`src/rtl/sat_round_fp_pipe_pkg.sv`:
```
`default_nettype none
// ============================================================================
// Module      : sat_round_fp_pipe_pkg
// Description : Rounding-mode encodings and width helpers for the requantizer.
// Revision    : 1.0 - initial release
// ============================================================================
package sat_round_fp_pipe_pkg;

    localparam logic [1:0] RND_TRUNC   = 2'd0;
    localparam logic [1:0] RND_HALF_UP = 2'd1;
    localparam logic [1:0] RND_CONV    = 2'd2;

    function automatic int calc_nbi(input int nb, input int nbf);
        return nb - nbf;
    endfunction

    function automatic int calc_d(input int nbf_xi, input int nbf_xo);
        return nbf_xi - nbf_xo;
    endfunction

    // Sign-extended input after dropping D fraction bits (or padding -D of them)
    function automatic int calc_nb_rnd(input int nb_xi, input int nbf_xi, input int nbf_xo);
        return nb_xi + 1 - calc_d(nbf_xi, nbf_xo);
    endfunction

endpackage
`default_nettype wire

```
`src/rtl/fp_round_sat_lane.sv`:
```
`default_nettype none
// ============================================================================
// Module      : fp_round_sat_lane
// Description : One lane: combinational rounding half and range (sat/wrap) half.
// Revision    : 1.0 - initial release
// ============================================================================
module fp_round_sat_lane
    import sat_round_fp_pipe_pkg::*;
#(
    parameter int NB_XI  = 32,
    parameter int NBF_XI = 30,
    parameter int NB_XO  = 16,
    parameter int NBF_XO = 15
) (
    input  logic [NB_XI-1:0]                                     i_x,
    input  logic [1:0]                                           i_rnd_mode,
    output logic [calc_nb_rnd(NB_XI, NBF_XI, NBF_XO)-1:0]        o_rnd,
    input  logic [calc_nb_rnd(NB_XI, NBF_XI, NBF_XO)-1:0]        i_rnd,
    input  logic                                                 i_sat_en,
    output logic [NB_XO:0]                                       o_res
);

    localparam int c_d    = calc_d(NBF_XI, NBF_XO);
    localparam int c_nb_r = calc_nb_rnd(NB_XI, NBF_XI, NBF_XO);

    logic [NB_XI:0] w_ext;
    assign w_ext = {i_x[NB_XI-1], i_x};

    generate
        if (c_d > 0) begin : g_round
            localparam logic [c_d-1:0] c_half = c_d'(1) << (c_d - 1);
            logic [c_d-1:0] w_add;
            logic           w_carry;

            always_comb begin
                w_add = '0;
                case (i_rnd_mode)
                    RND_HALF_UP: w_add = c_half;
                    RND_CONV:    w_add = c_half - c_d'(1) + c_d'(i_x[c_d]);
                    default:     w_add = '0;
                endcase
            end

            // Carry out of the discarded bits: lo + add >= 2^D  <=>  lo > ~add
            assign w_carry = (w_ext[c_d-1:0] > ~w_add);
            assign o_rnd   = w_ext[NB_XI:c_d] + {{(c_nb_r-1){1'b0}}, w_carry};
        end else if (c_d == 0) begin : g_pass
            assign o_rnd = w_ext;
        end else begin : g_pad
            assign o_rnd = {w_ext, {(-c_d){1'b0}}};
        end
    endgenerate

    generate
        if (c_nb_r > NB_XO) begin : g_range
            logic [c_nb_r-NB_XO:0] w_hi;
            logic                  w_ovf;
            logic                  w_neg;
            logic [NB_XO-1:0]      w_sat;

            assign w_hi  = i_rnd[c_nb_r-1:NB_XO-1];
            assign w_ovf = !((&w_hi) || !(|w_hi));
            assign w_neg = i_rnd[c_nb_r-1];
            assign w_sat = w_neg ? {1'b1, {(NB_XO-1){1'b0}}} : {1'b0, {(NB_XO-1){1'b1}}};
            assign o_res = {w_ovf, (w_ovf && i_sat_en) ? w_sat : i_rnd[NB_XO-1:0]};
        end else if (c_nb_r == NB_XO) begin : g_same
            assign o_res = {1'b0, i_rnd};
        end else begin : g_extend
            assign o_res = {1'b0, {(NB_XO-c_nb_r){i_rnd[c_nb_r-1]}}, i_rnd};
        end
    endgenerate

endmodule
`default_nettype wire

```
`src/rtl/sat_round_fp_pipe.sv`:
```
`default_nettype none
// ============================================================================
// Module      : sat_round_fp_pipe
// Description : Two-stage multi-lane requantizer with valid/ready and overflow stats.
// Revision    : 1.0 - initial release
// ============================================================================
module sat_round_fp_pipe
    import sat_round_fp_pipe_pkg::*;
#(
    parameter int NB_XI  = 32,
    parameter int NBF_XI = 30,
    parameter int NB_XO  = 16,
    parameter int NBF_XO = 15,
    parameter int N_CH   = 1,
    parameter int NB_CNT = 16
) (
    input  logic                    clk,
    input  logic                    i_rst_n,
    input  logic [N_CH*NB_XI-1:0]   i_data,
    input  logic                    i_valid,
    output logic                    o_ready,
    input  logic [1:0]              i_rnd_mode,
    input  logic                    i_sat_en,
    output logic [N_CH*NB_XO-1:0]   o_data,
    output logic                    o_valid,
    input  logic                    i_ready,
    output logic [N_CH-1:0]         o_ovf,
    output logic                    o_ovf_sticky,
    input  logic                    i_ovf_clr,
    output logic [NB_CNT-1:0]       o_ovf_cnt
);

    localparam int c_nb_r = calc_nb_rnd(NB_XI, NBF_XI, NBF_XO);

    logic                      r_s1_valid;
    logic [N_CH*c_nb_r-1:0]    r_s1_rnd;
    logic                      r_s1_sat;
    logic                      r_s2_valid;
    logic [N_CH*NB_XO-1:0]     r_s2_data;
    logic [N_CH-1:0]           r_s2_ovf;
    logic                      r_sticky;
    logic [NB_CNT-1:0]         r_cnt;

    logic                      w_s2_adv;
    logic                      w_s1_adv;
    logic                      w_in_ready;
    logic [N_CH*c_nb_r-1:0]    w_rnd;
    logic [N_CH*NB_XO-1:0]     w_data;
    logic [N_CH-1:0]           w_ovf;

    assign w_s2_adv   = !r_s2_valid || i_ready;
    assign w_s1_adv   = w_s2_adv;
    assign w_in_ready = !r_s1_valid || w_s1_adv;

    generate
        for (genvar k = 0; k < N_CH; k++) begin : g_lane
            logic [NB_XO:0] w_res;

            fp_round_sat_lane #(
                .NB_XI  (NB_XI),
                .NBF_XI (NBF_XI),
                .NB_XO  (NB_XO),
                .NBF_XO (NBF_XO)
            ) u_lane (
                .i_x        (i_data[k*NB_XI +: NB_XI]),
                .i_rnd_mode (i_rnd_mode),
                .o_rnd      (w_rnd[k*c_nb_r +: c_nb_r]),
                .i_rnd      (r_s1_rnd[k*c_nb_r +: c_nb_r]),
                .i_sat_en   (r_s1_sat),
                .o_res      (w_res)
            );

            assign w_ovf[k]                  = w_res[NB_XO];
            assign w_data[k*NB_XO +: NB_XO]  = w_res[NB_XO-1:0];
        end
    endgenerate

    always_ff @(posedge clk) begin
        if (!i_rst_n) begin
            r_s1_valid <= 1'b0;
            r_s1_rnd   <= '0;
            r_s1_sat   <= 1'b0;
            r_s2_valid <= 1'b0;
            r_s2_data  <= '0;
            r_s2_ovf   <= '0;
        end else begin
            if (w_in_ready) begin
                r_s1_valid <= i_valid;
                if (i_valid) begin
                    r_s1_rnd <= w_rnd;
                    r_s1_sat <= i_sat_en;
                end
            end
            if (w_s2_adv) begin
                r_s2_valid <= r_s1_valid;
                if (r_s1_valid) begin
                    r_s2_data <= w_data;
                    r_s2_ovf  <= w_ovf;
                end
            end
        end
    end

    // Clear wins over a same-cycle overflow handshake
    always_ff @(posedge clk) begin
        if (!i_rst_n) begin
            r_sticky <= 1'b0;
            r_cnt    <= '0;
        end else if (i_ovf_clr) begin
            r_sticky <= 1'b0;
            r_cnt    <= '0;
        end else if (r_s2_valid && i_ready && (|r_s2_ovf)) begin
            r_sticky <= 1'b1;
            if (!(&r_cnt)) begin
                r_cnt <= r_cnt + 1'b1;
            end
        end
    end

    assign o_ready      = w_in_ready;
    assign o_valid      = r_s2_valid;
    assign o_data       = r_s2_data;
    assign o_ovf        = r_s2_ovf;
    assign o_ovf_sticky = r_sticky;
    assign o_ovf_cnt    = r_cnt;

endmodule
`default_nettype wire
```
`config.mk`:
```
export PLATFORM = sky130hd
export DESIGN_NAME = sat_round_fp_pipe
export DESIGN_NICKNAME = d
export VERILOG_FILES = /design/src/rtl/sat_round_fp_pipe_pkg.sv /design/src/rtl/fp_round_sat_lane.sv /design/src/rtl/sat_round_fp_pipe.sv
export SDC_FILE = /design/constraint.sdc
export NUM_CORES = 1
export LEC_CHECK = 0
export ABC_AREA = 1
export CORE_UTILIZATION = 27
export DETAILED_ROUTE_END_ITERATION = 7
export PLACE_DENSITY = 0.47
export SLEW_MARGIN = 20
export SYNTH_ARGS = -nofsm -noshare
export SYNTH_HDL_FRONTEND = slang
export SYNTH_HIERARCHICAL = 1
export SYNTH_SLANG_ARGS = --single-unit
```
`constraint.sdc`:
```
create_clock -name clk -period 8 [get_ports clk]
set_input_delay 2.4 -clock clk [delete_from_list [all_inputs] [get_ports clk]]
set_output_delay 2.4 -clock clk [all_outputs]
set_load 0.1 [all_outputs]
```
==> flow_summary_export.csv, run 1 <==
group,metric,value,unit
worst_setup_path,critPathRequiredTime,5.60,ns
final_layout,mostFrequentLayoutCells,"117 x nor2_1, 116 x nand2_1, 74 x clkdlybuf4s50_1",
worst_setup_path,end_kind,"output port",
clock_tree,root_buffer,"clkbuf_16",
die,core_area,12200,um2
sta,hold_violations,0,
power_and_ir_drop,p_int,490,uW
power_and_ir_drop,p_clk_share,36.0,%
global_route,antenna_found_initial,0,
yosys,synth_edf_count,0,
power_and_ir_drop,p_per_area,160,nW/um2
power_and_ir_drop,p_sw_share,30.9,%
yosys,ys_seq_area_share,32.4,%
min_path,hold_path_class,"register to register",
sta,fin_setup_tns,0,ns
place,routabilityCongestion,0.797,
yosys,synth-seq-cells,55,
clock_tree,clock_path_buffers,2,
final_layout,nets,636,
clock_tree,clock-sinks,55,
sta,finClkSkew,0.00691,ns
clock_tree,ctsResizeCount,0,
place,place_hpwl,6.16,mm
die,die_area,13000,um2
clock_tree,htreeDepth,2,
run,cap_viol_max_count,0,
routing,drc_errors,0,
worst_setup_path,crit_path_max_fanout,3,
clock_tree,clk_pin_slew,0.07,ns
place,io_buffers,75,
yosys,synth_cell_types,33,
global_route,track_usage,12.9,%
clock_tree,hold_buffers,0,
sta,fmax,151,MHz
global_route,grt_pass1_wl,13.7,mm
yosys,yosys_warnings,6,
power_and_ir_drop,peakVddDrop,0.0000933,V
final_layout,final_core_util,36.4,%
sta,period_share,82.9,%
global_route,gr-total-overflow,0,
clock_tree,clkLatencyLatePin,0.30,ns
final_layout,finalNonFillerCells,753,
die,die_w,114,um
power_and_ir_drop,fin_total_pwr,708,uW
sta,slew_headroom,31.7,%
yosys,async_reset_ff_share,0,%
die,ioPinCount,76,
power_and_ir_drop,p_comb_share,22.1,%
power_and_ir_drop,p_seq_share,41.8,%
yosys,syn_inst,518,
worst_setup_path,crit_type,"input pin to output port",
worst_setup_path,start_kind,"input pin",
final_layout,n_antenna_cell,0,
die,start_util,27.9,%
global_route,grt_pass1_vias,2991,
place,post-place-ws,1.36,ns
sta,worst_slew_pin_slew,1.02,ns
routing,first_iter_violations,181,
yosys,ys.flop_type,"dfxtp_1",
die,rows,40,
clock_tree,numCtsBuffers,5,
sta,slew_viol_final,0,
final_layout,drive_gt1_share,8.03,%
routing,antenna_left,0,
sta,setup_slack,1.37,ns
routing,vias_per_cell,4.29,
final_layout,nFillCells,1299,
die,die_height,114,um
routing,drt_wl_total,7.97,mm
clock_tree,cts_setup_buffers,0,
outcome,status,"finished clean",
yosys,syn_avg_cell_area,6.56,um2
power_and_ir_drop,netSwitchingPower,219,uW
worst_setup_path,crit_path_top_delay_cell,"clkdlybuf4s50_1",
sta,rsz0062_at_grt,"false",
routing,vias,3230,
worst_setup_path,slowest_delay,1.13,ns
routing,dr.pass1.iters,4,
final_layout,final_common_cell,"nor2_1",
yosys,synth_area,3400,um2
sta,setup_viol,0,
worst_setup_path,cpMostUsedCell,"clkdlybuf4s50_1",
routing,post_drt_wl_per_cell,10.6,um
clock_tree,tritoncts,"yes",
yosys,synth.net_count,570,
power_and_ir_drop,p_leak,1.87,nW
worst_setup_path,crit_chain,"clkdlybuf4s50_1 -> inv_1 -> nand3_2 -> clkdlybuf4s50_1",
sta,min_period,6.63,ns
place,dp.cells,745,
global_route,grt_max_degree,38,
final_layout,syn_to_final_growth,30.2,%
worst_setup_path,critPathArrivalTime,4.23,ns
## worst paths after layout
check	startpoint	end	slack, ns	cells past startpoint
worst max-delay path	i_ready	o_ready	1.37	4
worst min-delay path	o_ovf_sticky	o_ovf_sticky	0.48	1
worst max register to register	r_s1_rnd[17]	o_data[13]	6.23	9
worst min register to register	o_ovf_sticky	o_ovf_sticky	0.48	1
## worst max-delay path: cells and delay by family
family / cells / cell delay (ns)
buffers and inverters: 3 / 1.74
and+or+nand+nor: 1 / 0.08
## final cells by class
type                    count  area [um2]  share of cell area, %
repair buffers             75         746                   16.9
well taps                 168         210                   4.75
inverters                  52         198                   4.47
clock inverters             3        47.5                   1.07
clock buffers               5         125                   2.83
multi-input cells         395        2000                   45.2
flip-flops and latches     55        1100                   24.9
## cells in the mapped netlist, types with 7 or more instances
cell type / count / area [um2]
a21oi_1: 19 / 95.1
dfxtp_1: 55 / 1100
ha_1: 12 / 150
inv_1: 45 / 169
nand2_1: 116 / 435
nand2_2: 7 / 43.8
nand3_1: 28 / 140
nor2_1: 117 / 439
nor2_2: 7 / 43.8
nor2_4: 7 / 78.8
o21ai_0: 41 / 205
xor2_1: 8 / 70.1
## cell families after synthesis
| kind of cell | synth area share [%] |
|---|---|
| adders and majority gates | 4.42 |
| AOI/OAI and AO/OA | 9.94 |
| and+or+nand+nor | 41.1 |
| xor gates and xnor gates | 3.35 |
| DFF | 32.4 |
| buffers and inverters | 8.80 |
## state kept, by name (all words and copies together), names as in the netlist
register	flops
r_s1_rnd	18
o_ovf_sticky	1
o_ovf_cnt	16
o_valid	1
r_s1_valid	1
o_ovf	1
o_data	16
r_s1_sat	1
## routing by layer
metal | GRT usage (%) | part of all wire, %
met5 | 0 | 0
met4 | 4.16 | 1.6
met3 | 2.01 | 3.1
met2 | 23.2 | 48
met1 | 15.7 | 48
## power by group through the flow
| stage | clock network, mW | logic (mW) | registers (mW) |
|---|---|---|---|
| finish | 0.255 | 0.157 | 0.296 |
| global route | 0.273 | 0.173 | 0.299 |
| CTS | 0.263 | 0.159 | 0.297 |
| detailed placement | 0 | 0.159 | 0.303 |
| global placement | 0 | 0.158 | 0.303 |
| floorplan | 0 | 0.0627 | 0.349 |
## metrics by stage
stage | hold WS (ns) | area (um2)
2_1_floorplan | 0.455 | 3400
3_3_place_gp | 0.457 | 4260
3_5_place_dp | 0.464 | 4260
4_1_cts | 0.481 | 4430
5_1_grt | 0.501 | 4430
6_report | 0.477 | 4430
Note: power is estimated with default switching activity, not from simulation.
==> run 2: changes to the inputs <==
Settings changed: PLACE_DENSITY 0.47 to 0.49.
Clock period 8 ns to 5.8 ns, I/O delays scaled along.
==> flow_summary_export.csv, run 2 (same netlist as run 1, synthesis figures left out) <==
group,metric,value,unit
outcome,status,"finished clean",
final_layout,regMostFlops,"r_s1_rnd",
clock_tree,hold_buffers,0,
final_layout,finalNonFillerCells,754,
min_path,hold_path_class,"register to register",
worst_setup_path,slowest_delay,0.48,ns
die,die_w,114,um
clock_tree,clkLatencyLatePin,0.29,ns
final_layout,syn_to_final_growth,29.9,%
die,start_util,27.9,%
die,die_area,13000,um2
global_route,track_usage,13.4,%
routing,drc_errors,0,
sta,setup_viol,0,
place,place_area,4260,um2
final_layout,n_antenna_cell,0,
worst_setup_path,end_kind,"register",
die,rows,40,
power_and_ir_drop,p_seq_share,43.7,%
clock_tree,htreeDepth,2,
run,cap_viol_max_count,0,
final_layout,final_cell_area,4410,um2
routing,dr.pass1.iters,5,
clock_tree,cts_setup_buffers,0,
worst_setup_path,path_delay_family,"simple AND/OR/NAND/NOR gates",
power_and_ir_drop,p_per_area,212,nW/um2
final_layout,final_core_util,36.3,%
global_route,antenna_found_initial,0,
place,place_hpwl,6.36,mm
worst_setup_path,critPathArrivalTime,5.04,ns
final_layout,largest_reg_flops,18,
power_and_ir_drop,p_int,634,uW
clock_tree,root_buffer,"clkbuf_16",
global_route,gr-total-overflow,0,
routing,first_iter_violations,132,
sta,hold_violations,0,
sta,fin_setup_tns,0,ns
clock_tree,clock_path_buffers,2,
power_and_ir_drop,netSwitchingPower,303,uW
clock_tree,ctsResizeCount,0,
global_route,grt_pass1_vias,3114,
place,post-place-ws,0.638,ns
final_layout,mostFrequentLayoutCells,"117 x nor2_1, 116 x nand2_1, 74 x clkdlybuf4s50_1",
worst_setup_path,critPathRequiredTime,6.04,ns
sta,fmax,208,MHz
power_and_ir_drop,p_clk_share,33.2,%
worst_setup_path,crit_chain,"clkdlybuf4s50_1 -> inv_1 -> ha_1 -> a21oi_1 -> nor2_1 -> ha_1 -> nand2_2 -> nor2_2 -> nand2_1 -> nor2_1 -> nand2_1 -> a21oi_1 -> ha_1 -> ha_1 -> nand3_2 -> inv_2 -> nand4_2 -> nor2_2 -> nand2_2 -> nor2_1 -> xor2_1 -> o21ai_0 -> nor2_1",
sta,holdWs,0.474,ns
worst_setup_path,crit_buf_inv,3,
die,core_area,12200,um2
global_route,grt_max_degree,38,
sta,period_share,82.7,%
sta,slew_viol_final,0,
worst_setup_path,start_kind,"input pin",
worst_setup_path,crit_type,"input pin to register",
clock_tree,numCtsBuffers,5,
final_layout,nets,637,
routing,vias_per_cell,4.40,
routing,drt_wl_total,8.18,mm
clock_tree,clock-sinks,55,
routing,antenna_left,0,
die,ioPinCount,76,
worst_setup_path,reg2reg_slack,3.98,ns
final_layout,final_common_cell,"nor2_1",
sta,worst_slew_pin_slew,0.982,ns
worst_setup_path,crit_path_max_fanout,7,
power_and_ir_drop,p_sw_share,32.3,%
power_and_ir_drop,p_leak,1.87,nW
routing,vias,3318,
place,routabilityCongestion,0.824,
sta,slew_headroom,34.3,%
worst_setup_path,crit_path_top_delay_cell,"clkdlybuf4s50_1",
sta,min_period,4.80,ns
place,dp.cells,746,
routing,post_drt_wl_per_cell,10.8,um
clock_tree,tritoncts,"yes",
sta,setup_slack,1.00,ns
global_route,grt_pass1_wl,14.2,mm
place,io_buffers,75,
sta,rsz0062_at_grt,"false",
die,die_height,114,um
clock_tree,clk_pin_slew,0.08,ns
power_and_ir_drop,p_comb_share,23.1,%
final_layout,drive_gt1_share,8.19,%
sta,finClkSkew,0.0100,ns
power_and_ir_drop,peakVddDrop,0.000128,V
power_and_ir_drop,fin_total_pwr,937,uW
-- run 2: cell count changes in the layout (fill, tap and decap cells not counted), sizes merged --
cell,previous run,this run
buf,1,2
bufinv,1,0
inv,51,52
-- run 2: worst paths after layout --
check / from / end / cells after the start
worst min register to register: o_ovf_sticky / o_ovf_sticky / 1
worst max register to register: r_s1_rnd[17] / o_data[10] / 9
worst max-delay path: i_rnd_mode[0] / r_s1_rnd[14] / 23
worst min-delay path: o_ovf_sticky / o_ovf_sticky / 1
-- run 2: area by class of cell --
class,instances,area (um2)
multi-input combinational,395,2000
inverter,52,198
sequential,55,1100
tap,168,210
fill,1325,7750
clock buffer,5,125
clock inverter,3,26.3
timing repair buffer,76,756
-- run 2: per-layer routing --
metal / wire length [um] / global-route usage, % / vias up
met3: 296 / 2.17 / 8
met1: 3940 / 16.9 / 1487
li1: - / - / 1765
met5: 0 / 0 / -
met4: 83 / 2.94 / 0
met2: 3850 / 23.8 / 58
-- run 2: power by group through the flow --
stage	registers (mW)	logic (mW)	clock network, mW
floorplan	0.482	0.0865	0
global placement	0.418	0.218	0
detailed placement	0.419	0.219	0
CTS	0.410	0.219	0.322
global route	0.413	0.239	0.335
finish	0.409	0.217	0.311
==> run 3: changes to the inputs <==
Clock period 5.8 ns to 4.1 ns, I/O delays scaled along.
==> flow_summary_export.csv, run 3 (same netlist as run 1, synthesis figures left out) <==
group,metric,value,unit
worst_setup_path,end_kind,"register",
global_route,grt_pass1_vias,3191,
die,ioPinCount,76,
sta,hold_violations,0,
clock_tree,clk_pin_slew,0.07,ns
worst_setup_path,critPathArrivalTime,4.00,ns
power_and_ir_drop,p_leak,2.00,nW
final_layout,n_antenna_cell,0,
global_route,antenna_found_initial,0,
clock_tree,clkLatencyLatePin,0.29,ns
clock_tree,numCtsBuffers,5,
sta,fmax,262,MHz
final_layout,mostFrequentLayoutCells,"116 x nand2_1, 115 x nor2_1, 69 x clkdlybuf4s50_1",
global_route,grt_pass1_wl,14.4,mm
die,die_area,13000,um2
sta,worst_slew_pin_slew,0.975,ns
routing,antenna_left,0,
sta,fin_setup_tns,0,ns
die,start_util,27.9,%
global_route,gr-total-overflow,0,
final_layout,final_common_cell,"nand2_1",
final_layout,nets,653,
sta,slew_headroom,34.8,%
routing,post_drt_wl_per_cell,11.1,um
final_layout,final_cell_area,4720,um2
final_layout,syn_to_final_growth,38.9,%
clock_tree,htreeDepth,2,
place,io_buffers,75,
die,core_area,12200,um2
routing,first_iter_violations,159,
power_and_ir_drop,peakVddDrop,0.000161,V
worst_setup_path,start_kind,"input pin",
place,place_area,4380,um2
die,rows,40,
final_layout,drive_gt1_share,13.3,%
routing,vias_per_cell,4.36,
min_path,hold_path_class,"register to register",
sta,period_share,93.0,%
clock_tree,tritoncts,"yes",
global_route,grt_max_degree,38,
routing,vias,3359,
worst_setup_path,critPathRequiredTime,4.29,ns
place,routabilityCongestion,0.828,
global_route,track_usage,13.5,%
sta,rsz0062_at_grt,"false",
final_layout,regMostFlops,"r_s1_rnd",
sta,min_period,3.81,ns
worst_setup_path,crit_path_max_fanout,6,
clock_tree,clock-sinks,55,
sta,slew_viol_final,0,
die,die_w,114,um
outcome,status,"finished clean",
routing,dr.pass1.iters,4,
run,cap_viol_max_count,0,
final_layout,largest_reg_flops,18,
sta,finClkSkew,0.00844,ns
clock_tree,root_buffer,"clkbuf_16",
sta,setup_viol,0,
routing,drc_errors,0,
die,die_height,114,um
clock_tree,clock_path_buffers,2,
clock_tree,hold_buffers,0,
routing,drt_wl_total,8.54,mm
power_and_ir_drop,p_per_area,297,nW/um2
worst_setup_path,crit_type,"input pin to register",
place,place_hpwl,6.53,mm
-- run 3: cell count changes in the layout (fill, tap and decap cells not counted), sizes merged --
cell           delta
dlymetal6s2s      +3
bufinv            +1
clkdlybuf4s50     -5
inv               -1
buf              +18
-- run 3: area by class of cell --
cell class	count	area, um2
multi-input combinational	395	2130
tap	168	210
clock buffer	5	125
clock inverter	3	47.5
sequential	55	1100
timing repair buffer	92	911
fill	1311	7440
inverter	52	198
-- run 3: final timing paths --
kind                                    start  slack [ns]            to  depth (start not counted)
worst min register to register   r_s1_rnd[12]        0.47  r_s1_rnd[12]                          2
worst min-delay path             r_s1_rnd[12]        0.47  r_s1_rnd[12]                          2
worst max register to register   r_s1_rnd[17]        2.29    o_data[10]                          9
worst max-delay path            i_rnd_mode[0]        0.29  r_s1_rnd[15]                         24
-- run 3: report_power, final --
group / switching, mW / internal, mW
clock network: 0.201 / 0.292
logic: 0.213 / 0.116
registers: 0.0177 / 0.562
total: 0.432 / 0.969
-- run 3: repair_timing --
action / in CTS / in global routing
gates resized for setup: 6 / 26
pin swaps: 2 / 20
setup endpoints to repair: 4 / 12
buffers inserted: 1 / 1
-- run 3: layer usage --
metal  GRT usage (%)  vias to the layer above  wire length [um]
met5               0                        -                 0
met4            2.86                        0                33
met3            1.96                        2               261
met2            24.7                       62              4240
met1            16.6                     1496              4010
li1                -                     1799                 -
-- run 3: worst max-delay path, stage by stage --
cell and delay [ns]:
dlymetal6s2s_1 0.10, inv_1 0.08, ha_4 0.18, inv_2 0.07
nor2_4 0.05, buf_12 0.15, ha_4 0.25, inv_1 0.06
nor2_2 0.10, nand3_1 0.09, nor2_1 0.12, nand2_1 0.07
a21oi_2 0.12, ha_2 0.23, buf_6 0.11, nand3_4 0.08
nor2_4 0.15, nand4_4 0.10, nor2_4 0.19, nand2_4 0.09
o21ai_2 0.13, nand2_1 0.07, o21ai_1 0.12, nor2_1 0.06
-- run 3: through the flow --
step | util, % | std cells | hold WS, ns | worst slack, ns | total power, mW
detailed placement | 36.0 | 760 | 0.465 | -0.361 | 0.910
floorplan | - | 518 | 0.455 | 0.287 | 0.804
CTS | 37.6 | 769 | 0.482 | -0.0190 | 1.41
finish | 38.8 | 770 | 0.471 | 0.288 | 1.40
global route | 38.8 | 770 | 0.494 | 0.0624 | 1.48
global placement | 36.0 | 760 | 0.456 | -0.300 | 0.907
